$ cat src/rtl/mux2_rr_arbiter.sv
// Two-input round-robin arbiter feeding a single registered output stage and the 2:1 mux select.
// Define MUX2_ARB_LOCK_EN to hold the grant on one input until its packet's last beat.
module mux2_rr_arbiter #(
  parameter int unsigned DATA_W = 8
) (
  input  logic              clk,
  input  logic              rst,
  input  logic              i0_valid,
  input  logic [DATA_W-1:0] i0_data,
  input  logic              i0_last,
  output logic              i0_ready,
  input  logic              i1_valid,
  input  logic [DATA_W-1:0] i1_data,
  input  logic              i1_last,
  output logic              i1_ready,
  output logic              out_valid,
  output logic [DATA_W-1:0] out_data,
  output logic              out_last,
  input  logic              out_ready,
  output logic              s
);

  logic              load;
  logic              req0, req1;
  logic              gnt0, gnt1;
  logic              ptr_q;
  logic              out_valid_q;
  logic [DATA_W-1:0] out_data_q;
  logic              out_last_q;
  logic              s_q;

`ifdef MUX2_ARB_LOCK_EN
  typedef enum logic [1:0] {StArb, StLock0, StLock1} state_e;
  state_e state_q, state_d;

  // A locked state masks the other input entirely, so the owner wins as a lone requester.
  assign req0 = i0_valid && (state_q != StLock1);
  assign req1 = i1_valid && (state_q != StLock0);

  always_comb begin
    state_d = state_q;
    if (gnt0) begin
      state_d = i0_last ? StArb : StLock0;
    end else if (gnt1) begin
      state_d = i1_last ? StArb : StLock1;
    end
  end

  always_ff @(posedge clk) begin
    if (rst) begin
      state_q <= StArb;
    end else begin
      state_q <= state_d;
    end
  end
`else
  assign req0 = i0_valid;
  assign req1 = i1_valid;
`endif

  assign load = !out_valid_q || out_ready;

  // ptr holds the last granted input; the other one wins a tie.
  always_comb begin
    gnt0 = load && req0 && (!req1 || ptr_q);
    gnt1 = load && req1 && (!req0 || !ptr_q);
  end

  assign i0_ready = gnt0 && !rst;
  assign i1_ready = gnt1 && !rst;

  always_ff @(posedge clk) begin
    if (rst) begin
      out_valid_q <= 1'b0;
      out_data_q  <= '0;
      out_last_q  <= 1'b0;
      s_q         <= 1'b0;
      ptr_q       <= 1'b1;
    end else if (load) begin
      if (gnt0) begin
        out_valid_q <= 1'b1;
        out_data_q  <= i0_data;
        out_last_q  <= i0_last;
        s_q         <= 1'b0;
        ptr_q       <= 1'b0;
      end else if (gnt1) begin
        out_valid_q <= 1'b1;
        out_data_q  <= i1_data;
        out_last_q  <= i1_last;
        s_q         <= 1'b1;
        ptr_q       <= 1'b1;
      end else begin
        out_valid_q <= 1'b0;
      end
    end
  end

  assign out_valid = out_valid_q;
  assign out_data  = out_data_q;
  assign out_last  = out_last_q;
  assign s         = s_q;

endmodule

$ cat config.mk
export PLATFORM = sky130hd
export DESIGN_NAME = mux2_rr_arbiter
export DESIGN_NICKNAME = d
export VERILOG_FILES = /design/src/rtl/mux2_rr_arbiter.sv
export SDC_FILE = /design/constraint.sdc
export NUM_CORES = 1
export LEC_CHECK = 0
export ABC_CLOCK_PERIOD_IN_PS = 1300
export CAP_MARGIN = 20
export CORE_MARGIN = 2
export CORE_UTILIZATION = 37
export DETAILED_ROUTE_END_ITERATION = 12
export GPL_ROUTABILITY_DRIVEN = 1
export GPL_TIMING_DRIVEN = 0
export PLACE_DENSITY = 0.77
export SETUP_SLACK_MARGIN = 0.4
export SLEW_MARGIN = 25
export SYNTH_ARGS = -nofsm -noshare
export SYNTH_HDL_FRONTEND = slang
export SYNTH_SLANG_ARGS = --single-unit
$ cat constraint.sdc
create_clock -name clk -period 1.3 [get_ports clk]
set_clock_uncertainty 0.05 [all_clocks]
set_input_delay 0.26 -clock clk [delete_from_list [all_inputs] [get_ports clk]]
set_output_delay 0.26 -clock clk [all_outputs]
set_load 0.05 [all_outputs]
# Word-level counts from Yosys, hierarchy flattened
# Index checks and enable logic that the tools add are counted.
# Widths: inputs -> output; s select.
# totals
regBits	12
latchBits	0
mem_bits_rw	0
rom_bits	0
out_inout_bits	13
memories	0
# op_classes
add_sub_neg	0
mul	0
div_mod_pow	0
magnitude_cmp	0
eq_ne	0
n_shift	0
mux	8
bitwise_logic	0
n_reduce_logical	16
# ops
cell	n
$mux 8	2
$logic_and 1x1->1	6
$mux 1	6
$logic_not 1->1	5
$logic_or 1x1->1	3
$reduce_and 2->1	1
$reduce_bool 2->1	1

# Longest topological paths before layout
# Gate-level depths: netlist (run 1).
# depth
word_depth	6
depth_mapped	4
depth_no_buf	3

# Worst setup path before layout (run 1)
# No wires, ideal clock.
# synth_path
path_type	register to output
start	register out_valid_q (netlist: out_valid)
end	output port i0_ready
arrival_ps	2396
setup_slack_ps	-1406
path_stages_with_launch	4
path_buffers	1
cell_sequence	dfxtp_1 -> and2b_1 -> buf_2 -> nor4_1
# synth_between
elab_chain_cells	5
# synth_lines
item	line_no	text
from (decl)	27	logic out_valid_q;
from (signal assigned)	74	out_valid_q <= 1'b0;
from (signal assigned)	81	out_valid_q <= 1'b1;
from (signal assigned)	87	out_valid_q <= 1'b1;
$logic_not 1->1	61	assign load = !out_valid_q || out_ready;
$logic_or 1x1->1	61	
$logic_and 1x1->1 (2 in a row)	65	gnt0 = load && req0 && (!req1 || ptr_q);
$logic_and 1x1->1	69	assign i0_ready = gnt0 && !rst;
to (decl)	11	output logic i0_ready,
# Every way passes these cells.

# Worst setup path in the final report (run 1)
# layout_path
start	register ptr_q
end	output port i0_ready
# layout_between
elab_chain_cells	3
# layout_lines
item	line_no	text
from (decl)	26	logic ptr_q;
from (signal assigned)	78	ptr_q <= 1'b1;
from (signal assigned)	85	ptr_q <= 1'b0;
from (signal assigned)	91	ptr_q <= 1'b1;
$logic_or 1x1->1	65	
$logic_and 1x1->1	65	
$logic_and 1x1->1	69	
# Every way passes these cells.

==> impl_metrics.py, run 1 <==
metrics = {
    "finish": {
        "drive_gt1_share_pct": 58.78,
        "nets": 155,
        "area_delta_synth_final_pct": 128.6,
        "antenna_cells": 0,
    },
    "placed_design": {
        "gp_congestion": 0.8405,
        "hpwl_mm": 1.500,
        "portBuffers": 35,
        "place_ws_ns": -1.417,
    },
    "flow_run": {
        "maxCapViolations": 0,
    },
    "pwr": {
        "peakVddDrop_mv": 1.015,
        "power_density_nw_per_um2": 881.9,
        "p_leak_nw": 0.5928,
    },
    "floorplanning": {
        "start_util_pct": 38.90,
        "die_area_um2": 2151,
        "die_h_um": 46.38,
        "fp.coreArea_um2": 1708,
        "rows": 15,
        "io_pins": 36,
        "die_w_um": 46.38,
    },
    "logic_synthesis": {
        "synth_fp_nets": 98,
        "synth.distinct_cells": 21,
        "yosysTopAreaCell": "dfxtp_1",
        "synth_top_area_share_pct": 36.16,
        "synth-warning-count": 0,
        "ys_async_sr_fraction_pct": 0,
        "synth_seq_cells": 12,
        "yosysSeqAreaShare_pct": 36.16,
        "synth.cell_area_um2": 664.4,
        "synth.most_common_cell": "dfxtp_1",
        "synth_ff_type": "dfxtp_1",
        "syn_inst": 75,
        "netlist_top_cells_area": "dfxtp_1 36%, o31ai_1 10%, a311oi_2 9.0%",
        "synth_edf_count": 0,
        "avgSynthCellArea_um2": 8.858,
        "synth_top_cells_by_count": "12 x dfxtp_1, 11 x a21oi_1, 9 x nand4_1, 9 x o31ai_1",
    },
    "clocking": {
        "clock_latency_ns": 0.29,
        "h-tree-depth": 1,
        "cts-root-buf": "clkbuf_4",
        "cts_tree": "done",
        "cts.sinks": 12,
        "cts_buffer_depth": 2,
        "cts_buffers": 3,
        "clk_pin_slew_worst_paths_ns": 0.09,
    },
    "sta": {
        "max_freq_ghz": 0.6005,
        "fin_setup_tns_ns": -1.555,
        "min_period_ns": 1.665,
        "slew_viol_final": 0,
        "worstMarginPinSlew_ns": 0.2951,
        "finalHoldViolCount": 0,
        "slew_headroom_pct": 80.33,
        "rsz0062_at_grt": "yes",
        "setup_viol": 10,
        "worst_slack_ns": -0.3652,
        "period_share_pct": 128.1,
    },
    "global_routing": {
        "antenna_found_initial": 0,
        "grt_pass1_wl_mm": 4.512,
        "grt_start_max_net_pins": 11,
        "grt_pass1_vias": 887,
        "grt_use_total_pct": 31.33,
        "overflow": 0,
    },
    "critical_path": {
        "path_class": "reg2out",
        "r2r_cells": 5,
        "startpoint_type": "flop",
        "worstPathArrival_ns": 1.36,
        "reg2reg_from": "out_valid$_SDFFE_PP0P_",
        "ff2ff_setup_slack_ns": -0.15,
        "cp_max_fo": 3,
        "setup.worst_path.end_class": "primary output",
        "crit_required_ns": 0.99,
        "r2r-end": "out_data[2]$_SDFFE_PP0P_",
        "worstSetupEndpoint": "i0_ready",
        "cp-startpoint": "ptr_q$_SDFFE_PP1P_",
    },
    "route": {
        "dr_total_vias": 906,
        "vias_per_cell": 5.808,
        "wl_mm": 3.011,
        "antenna_left": 0,
        "wire_per_inst_um": 19.30,
        "drt_pass1_iterations": 4,
        "drc_errors": 0,
        "drtIter0Drc": 28,
    },
    "hold_path": {
        "hp-class": "in2reg",
    },
    "outcome": {
        "outcome": "finished with violations",
        "violations": "setup timing",
    },
}
## power by group
part	total, W	switching (W)	leakage (nW)	internal, W
registers	0.000442	0.0000328	0.103	0.000409
logic	0.000633	0.000315	0.475	0.000318
clock network	0.000265	0.000146	0.0150	0.000119
## registers in the layout, summed over array words and instances, names as in the netlist
register,cells
ptr_q,1
s,1
out_last,1
out_data,8
out_valid,1
## kinds of logic (layout without fill, tap and decap cells)
logic type / after synthesis / in the layout / synth area share, %
compound gates: 32 / 32 / 37.48
flops: 12 / 12 / 36.16
buf+inv: 12 / 68 / 9.038
simple gates: 19 / 19 / 17.33
## final cells by class
type	count	area, um^2
flip-flops and latches	12	257.7
repair buffers	52	581.8
clock buffers	4	26.28
well taps	25	31.28
fillers	65	188.9
plain buffers	10	105.1
inverters	2	7.507
multi-input cells	51	509.2
## critical path: stages (launching register included)
cell and delay [ns]:
dfxtp_2 0.36, nor2b_1 0.06, buf_4 0.15, nor4_4 0.29, buf_6 0.20
## placed cells by master (no fill, tap or decap), types with 4 or more instances in the layout
cell type | netlist | routed
a21oi_1 | 11 | 11
a311oi_2 | 4 | 6
buf_4 | 0 | 12
buf_6 | 1 | 9
buf_8 | 0 | 14
clkdlybuf4s50_1 | 0 | 18
dfxtp_2 | 0 | 11
dlygate4sd2_1 | 0 | 4
nand4_1 | 9 | 9
o31ai_4 | 0 | 6
## metal layers
metal | global-route usage, % | wire, um | up-vias
li1 | - | - | 411
met1 | 38.06 | 1147 | 428
met2 | 51.39 | 1589 | 56
met3 | 9.412 | 205 | 11
met4 | 12.00 | 68 | 0
met5 | 0 | 0 | -
## timing repair
action                                  CTS  global route
resized for setup                       142            10
setup buffers                            12             3
endpoints found under the setup margin   25            25
hold buffers                              0             0
cloned                                    2             0
pin swaps                                 7             1
## stage by stage
step                      cell area, um^2  hold WS (ns)  util (%)  instances  power (W)
final                                1519        0.3925     88.94        156   0.001340
after global routing                 1519        0.4019     88.94        156   0.001394
after CTS                            1455        0.3750     85.20        153   0.001286
after detailed placement             1096        0.4290     64.18        135  0.0008720
after global placement               1096        0.4154     64.18        135  0.0008669
after floorplan                     714.4        0.2747         -         75  0.0007039
## worst min path at each step
stage                                     endpoint            from  cells after the start
after global routing      out_data[7]$_SDFFE_PP0P_             rst                      2
after floorplan           out_data[4]$_SDFFE_PP0P_             rst                      1
final                     out_data[7]$_SDFFE_PP0P_             rst                      2
after global placement              s$_SDFFE_PP0P_  s$_SDFFE_PP0P_                      2
after CTS                 out_data[7]$_SDFFE_PP0P_             rst                      2
after detailed placement            s$_SDFFE_PP0P_  s$_SDFFE_PP0P_                      2
Note: power is estimated with default switching activity, not from simulation.
==> run 2: changes to the inputs <==
- PLACE_DENSITY: 0.77 -> 0.8
==> run 2 against run 1 <==
The flow still finishes with violations (setup timing). Critical path type is now in2out. Global-route usage is 4.9 points lower. Worst hold slack better by 0.046 ns. Sequential share of layout area is 0.43 points higher. Register-to-register slack worse by 0.08 ns.
==> impl_metrics.py, run 2 (same netlist as run 1, synthesis figures left out) <==
metrics = {
    "outcome": {
        "outcome": "finished with violations",
        "violations": "setup timing",
    },
    "floorplanning": {
        "die_area_um2": 2151,
        "io_pins": 36,
        "die_h_um": 46.38,
        "start_util_pct": 38.90,
        "fp.coreArea_um2": 1708,
        "die_w_um": 46.38,
        "rows": 15,
    },
    "flow_run": {
        "maxCapViolations": 0,
    },
    "critical_path": {
        "path_class": "in2out",
        "path_cells": "dlygate4sd2_1 -> inv_2 -> clkbuf_16 -> o211ai_1 -> buf_4 -> nor2_4 -> buf_8",
        "critPathMaxStageDelay_ns": 0.27,
        "startpoint_type": "input port",
        "cp_max_fo": 10,
        "crit_required_ns": 0.99,
        "setup.worst_path.end_class": "primary output",
        "slowest_stage": "dlygate4sd2_1",
        "worstPathArrival_ns": 1.37,
        "reg2reg_from": "out_valid$_SDFFE_PP0P_",
        "ff2ff_setup_slack_ns": -0.23,
        "cp-startpoint": "i0_valid",
    },
    "clocking": {
        "holdBufCountCts": 0,
        "cts.sinks": 12,
        "clk_pin_slew_worst_paths_ns": 0.10,
        "cts_tree": "done",
        "cts_buffer_depth": 2,
        "cts-root-buf": "clkbuf_4",
        "clock_latency_ns": 0.29,
        "h-tree-depth": 1,
        "cts_buffers": 3,
    },
    "pwr": {
        "p_leak_nw": 0.5656,
        "power_density_nw_per_um2": 900.2,
        "peakVddDrop_mv": 0.6896,
    },
    "finish": {
        "final_common_cell": "clkdlybuf4s50_1",
        "antenna_cells": 0,
        "fill_cells": 86,
        "drive_gt1_share_pct": 57.03,
        "final_cells": 153,
        "post-route-util_pct": 86.74,
        "area_delta_synth_final_pct": 123.0,
        "largest_reg_flops": 8,
        "final_cell_mix": "18 x clkdlybuf4s50_1, 12 x buf_8, 11 x dfxtp_2",
        "nets": 152,
    },
    "sta": {
        "period_share_pct": 129.3,
        "rsz0062_at_grt": "yes",
        "slew_viol_final": 0,
        "fin_setup_tns_ns": -2.903,
        "min_period_ns": 1.681,
        "max_freq_ghz": 0.5949,
        "worst_slack_ns": -0.3810,
        "finalHoldViolCount": 0,
        "worstMarginPinSlew_ns": 0.4820,
        "slew_headroom_pct": 68.00,
        "setup_viol": 14,
        "hold_ws_ns": 0.4382,
    },
    "global_routing": {
        "antenna_found_initial": 0,
        "grt_pass1_wl_mm": 4.008,
        "grt_use_total_pct": 26.44,
        "overflow": 0,
        "grt_pass1_vias": 945,
        "grt_start_max_net_pins": 11,
    },
    "placed_design": {
        "place_ws_ns": -1.405,
        "hpwl_mm": 1.534,
        "place_inst": 135,
        "portBuffers": 35,
        "gp_congestion": 0.8769,
    },
    "route": {
        "drt_pass1_iterations": 4,
        "wl_mm": 3.244,
        "vias_per_cell": 6.203,
        "drc_errors": 0,
        "antenna_left": 0,
        "drtIter0Drc": 50,
        "dr_total_vias": 949,
        "wire_per_inst_um": 21.20,
    },
    "hold_path": {
        "min_from": "rst",
        "hp-class": "in2reg",
    },
}
## run 2: worst paths after layout
path | to | cells past startpoint
max | i1_ready | 7
min | out_data[4]$_SDFFE_PP0P_ | 2
max reg2reg | out_data[5]$_SDFFE_PP0P_ | 6
min reg2reg | s$_SDFFE_PP0P_ | 2
## run 2: power breakdown
group          switching, W  internal (W)
combinational      0.000324      0.000297
clock              0.000150      0.000119
sequential        0.0000340      0.000409
## run 2: per-layer routing
layer | GRT usage (%) | share of wire, %
met1 | 29.08 | 37
met4 | 18.29 | 2.6
met2 | 44.44 | 51
met3 | 5.882 | 9.2
met5 | 0 | 0
## run 2: repair_timing
action	in CTS	in global routing
cloned	1	0
endpoints found under the hold margin	0	0
pin swaps	6	17
endpoints found under the setup margin	25	25
setup buffers	9	4
resized for setup	125	20
## run 2: metrics by stage
stage	power [W]	area (um^2)
2_1_floorplan	0.0007039	714.4
3_3_place_gp	0.0008647	1096
3_5_place_dp	0.0008726	1096
4_1_cts	0.001228	1348
5_1_grt	0.001372	1481
6_report	0.001334	1481
## run 2: area by class of cell
| class | count | area [um^2] | share of cell area, % |
|---|---|---|---|
| Buffer | 10 | 106.4 | 7.179 |
| Clock buffer | 4 | 26.28 | 1.774 |
| Inverter | 2 | 7.507 | 0.5068 |
| Multi-Input combinational cell | 51 | 513.0 | 34.63 |
| Sequential cell | 12 | 257.7 | 17.40 |
| Tap cell | 25 | 31.28 | 2.111 |
| Timing Repair Buffer | 49 | 539.3 | 36.40 |
## run 2: worst max-delay path, delay by kind of cell
kind	cells	cell delay, ns
buf+inv	5	0.91
simple gates	1	0.09
compound gates	1	0.10
==> run 3: changes to the inputs <==
- ABC_CLOCK_PERIOD_IN_PS: 1300 -> 1400
- CORE_UTILIZATION: 37 -> 34
- PLACE_DENSITY: 0.8 -> 0.77
- clock period: 1.3 -> 1.4 ns (I/O delays scaled with it)
==> run 3 against run 2 <==
The flow still finishes with violations (setup timing). Worst hold slack worse by 0.082 ns. Die area up 8.0%. Core utilization down 5.8 points. Critical path depth down 3.
==> impl_metrics.py, run 3 (same netlist as run 1, synthesis figures left out) <==
metrics = {
    "sta": {
        "rsz0062_at_grt": "yes",
        "min_period_ns": 1.721,
        "slew_viol_final": 0,
        "worstMarginPinSlew_ns": 0.3087,
        "setup_viol": 5,
        "slew_headroom_pct": 79.27,
        "worst_slack_ns": -0.3214,
        "max_freq_ghz": 0.5809,
        "finalHoldViolCount": 0,
        "hold_ws_ns": 0.3557,
        "period_share_pct": 123.0,
    },
    "flow_run": {
        "maxCapViolations": 0,
    },
    "placed_design": {
        "gp_congestion": 0.7612,
        "portBuffers": 35,
        "placedInstanceArea_um2": 1085,
        "hpwl_mm": 1.553,
    },
    "critical_path": {
        "setup.worst_path.end_class": "primary output",
        "slowest_stage": "dfxtp_4",
        "ff2ff_setup_slack_ns": -0.02,
        "path_class": "reg2out",
        "path_cells": "and2b_1 -> buf_6 -> nor4_4 -> buf_6",
        "reg2reg_from": "out_valid$_SDFFE_PP0P_",
        "r2r_cells": 5,
        "r2r-end": "out_data[3]$_SDFFE_PP0P_",
        "crit_required_ns": 1.07,
        "cp_max_fo": 3,
        "startpoint_type": "flop",
        "critPathTopFamily": "simple AND/OR/NAND/NOR gates",
        "crit_top_cell": "buf_6",
        "worst-path-buf-inv": 2,
        "critPathMaxStageDelay_ns": 0.36,
        "worstPathArrival_ns": 1.39,
    },
    "finish": {
        "ff_latch_area_um2": 257.7,
        "nets": 155,
        "final_cell_mix": "18 x clkdlybuf4s50_1, 15 x buf_4, 12 x buf_8",
        "drive_gt1_share_pct": 55.73,
        "largest_reg_flops": 8,
        "fill_cells": 85,
        "multiInputGateArea_um2": 473.0,
        "final_common_cell": "clkdlybuf4s50_1",
        "area_delta_synth_final_pct": 117.1,
        "final_area_um2": 1443,
        "antenna_cells": 0,
    },
    "global_routing": {
        "grt_pass1_wl_mm": 3.939,
        "grt_use_total_pct": 25.40,
        "grt_pass1_vias": 828,
        "antenna_found_initial": 0,
        "grt_start_max_net_pins": 11,
        "overflow": 0,
    },
    "floorplanning": {
        "die_w_um": 48.21,
        "rows": 15,
        "die_area_um2": 2324,
        "die_h_um": 48.21,
        "io_pins": 36,
        "start_util_pct": 37.26,
        "fp.coreArea_um2": 1783,
    },
    "clocking": {
        "cts.sinks": 12,
        "clk_pin_slew_worst_paths_ns": 0.08,
        "clock_latency_ns": 0.28,
        "cts_buffer_depth": 2,
        "cts_tree": "done",
        "h-tree-depth": 1,
        "cts_buffers": 3,
        "cts-root-buf": "clkbuf_4",
    },
    "route": {
        "drtIter0Drc": 33,
        "wl_mm": 2.942,
        "wire_per_inst_um": 18.86,
        "dr_total_vias": 883,
        "drc_errors": 0,
        "vias_per_cell": 5.660,
        "antenna_left": 0,
        "drt_pass1_iterations": 4,
    },
    "pwr": {
        "fin_total_pwr_w": 0.001255,
        "peakVddDrop_mv": 0.4875,
        "power_density_nw_per_um2": 870.2,
        "p_leak_nw": 0.5699,
    },
    "hold_path": {
        "hp-class": "in2reg",
        "min_from": "i1_valid",
        "min_to": "ptr_q$_SDFFE_PP1P_",
        "hold_depth": 2,
    },
    "outcome": {
        "outcome": "finished with violations",
        "violations": "setup timing",
    },
}
==> run 3: per-layer routing <==
layer | wire length (um) | part of all wire [%] | track usage, % | vias to the layer above
met5 | 0 | 0 | 0 | -
met4 | 70 | 2.4 | 11.35 | 0
met3 | 238 | 8.1 | 4.815 | 6
met2 | 1500 | 51 | 43.16 | 53
met1 | 1132 | 38 | 30.86 | 413
li1 | - | - | - | 411
==> run 3: how the worst max path moves through the flow <==
stage                      startpoint       end  slack, ns  cells past startpoint
4_1_cts            ptr_q$_SDFFE_PP1P_  i0_ready      -0.22                      4
5_1_grt        out_valid$_SDFFE_PP0P_  i0_ready      -0.33                      4
3_5_place_dp                out_ready  i0_ready      -1.16                      5
6_report       out_valid$_SDFFE_PP0P_  i0_ready      -0.32                      4
3_3_place_gp                out_ready  i1_ready      -1.14                      6
2_1_floorplan  out_valid$_SDFFE_PP0P_  i0_ready      -0.32                      3
==> run 3: per-stage QoR <==
step	cells	setup WS (ns)	TNS (ns)	util, %
floorplan	75	-0.3173	-0.3913	-
global placement	135	-1.143	-6.438	60.84
detailed placement	135	-1.163	-6.664	60.84
CTS	151	-0.2211	-0.5218	77.05
global route	156	-0.3346	-0.8771	80.91
finish	156	-0.3214	-0.5613	80.91
==> run 3: layout make-up <==
cell class                      count  area share [%]
Sequential cell                    12           17.87
Buffer                             10           6.592
Inverter                            2          0.5204
Clock buffer                        4           2.515
Tap cell                           25           2.168
Multi-Input combinational cell     51           32.78
Timing Repair Buffer               52           37.55
==> run 3: repair_timing <==
item	4_1_cts	5_1_grt
gates cloned	1	0
buffers inserted	11	5
resized for setup	134	12
setup endpoints to repair	25	25
pin swaps	5	2
hold buffers	0	0
==> run 3: power by group <==
part           internal (W)  leakage, nW  switching, W
sequential         0.000380        0.103     0.0000289
clock              0.000159       0.0210      0.000137
combinational      0.000269        0.446      0.000282
==> run 3: worst register-to-register path, cell delays in order, from the launching register on <==
cell	delay, ns
dfxtp_4	0.36
and2b_1	0.18
buf_6	0.13
buf_4	0.19
o31ai_4	0.25
a311oi_2	0.13
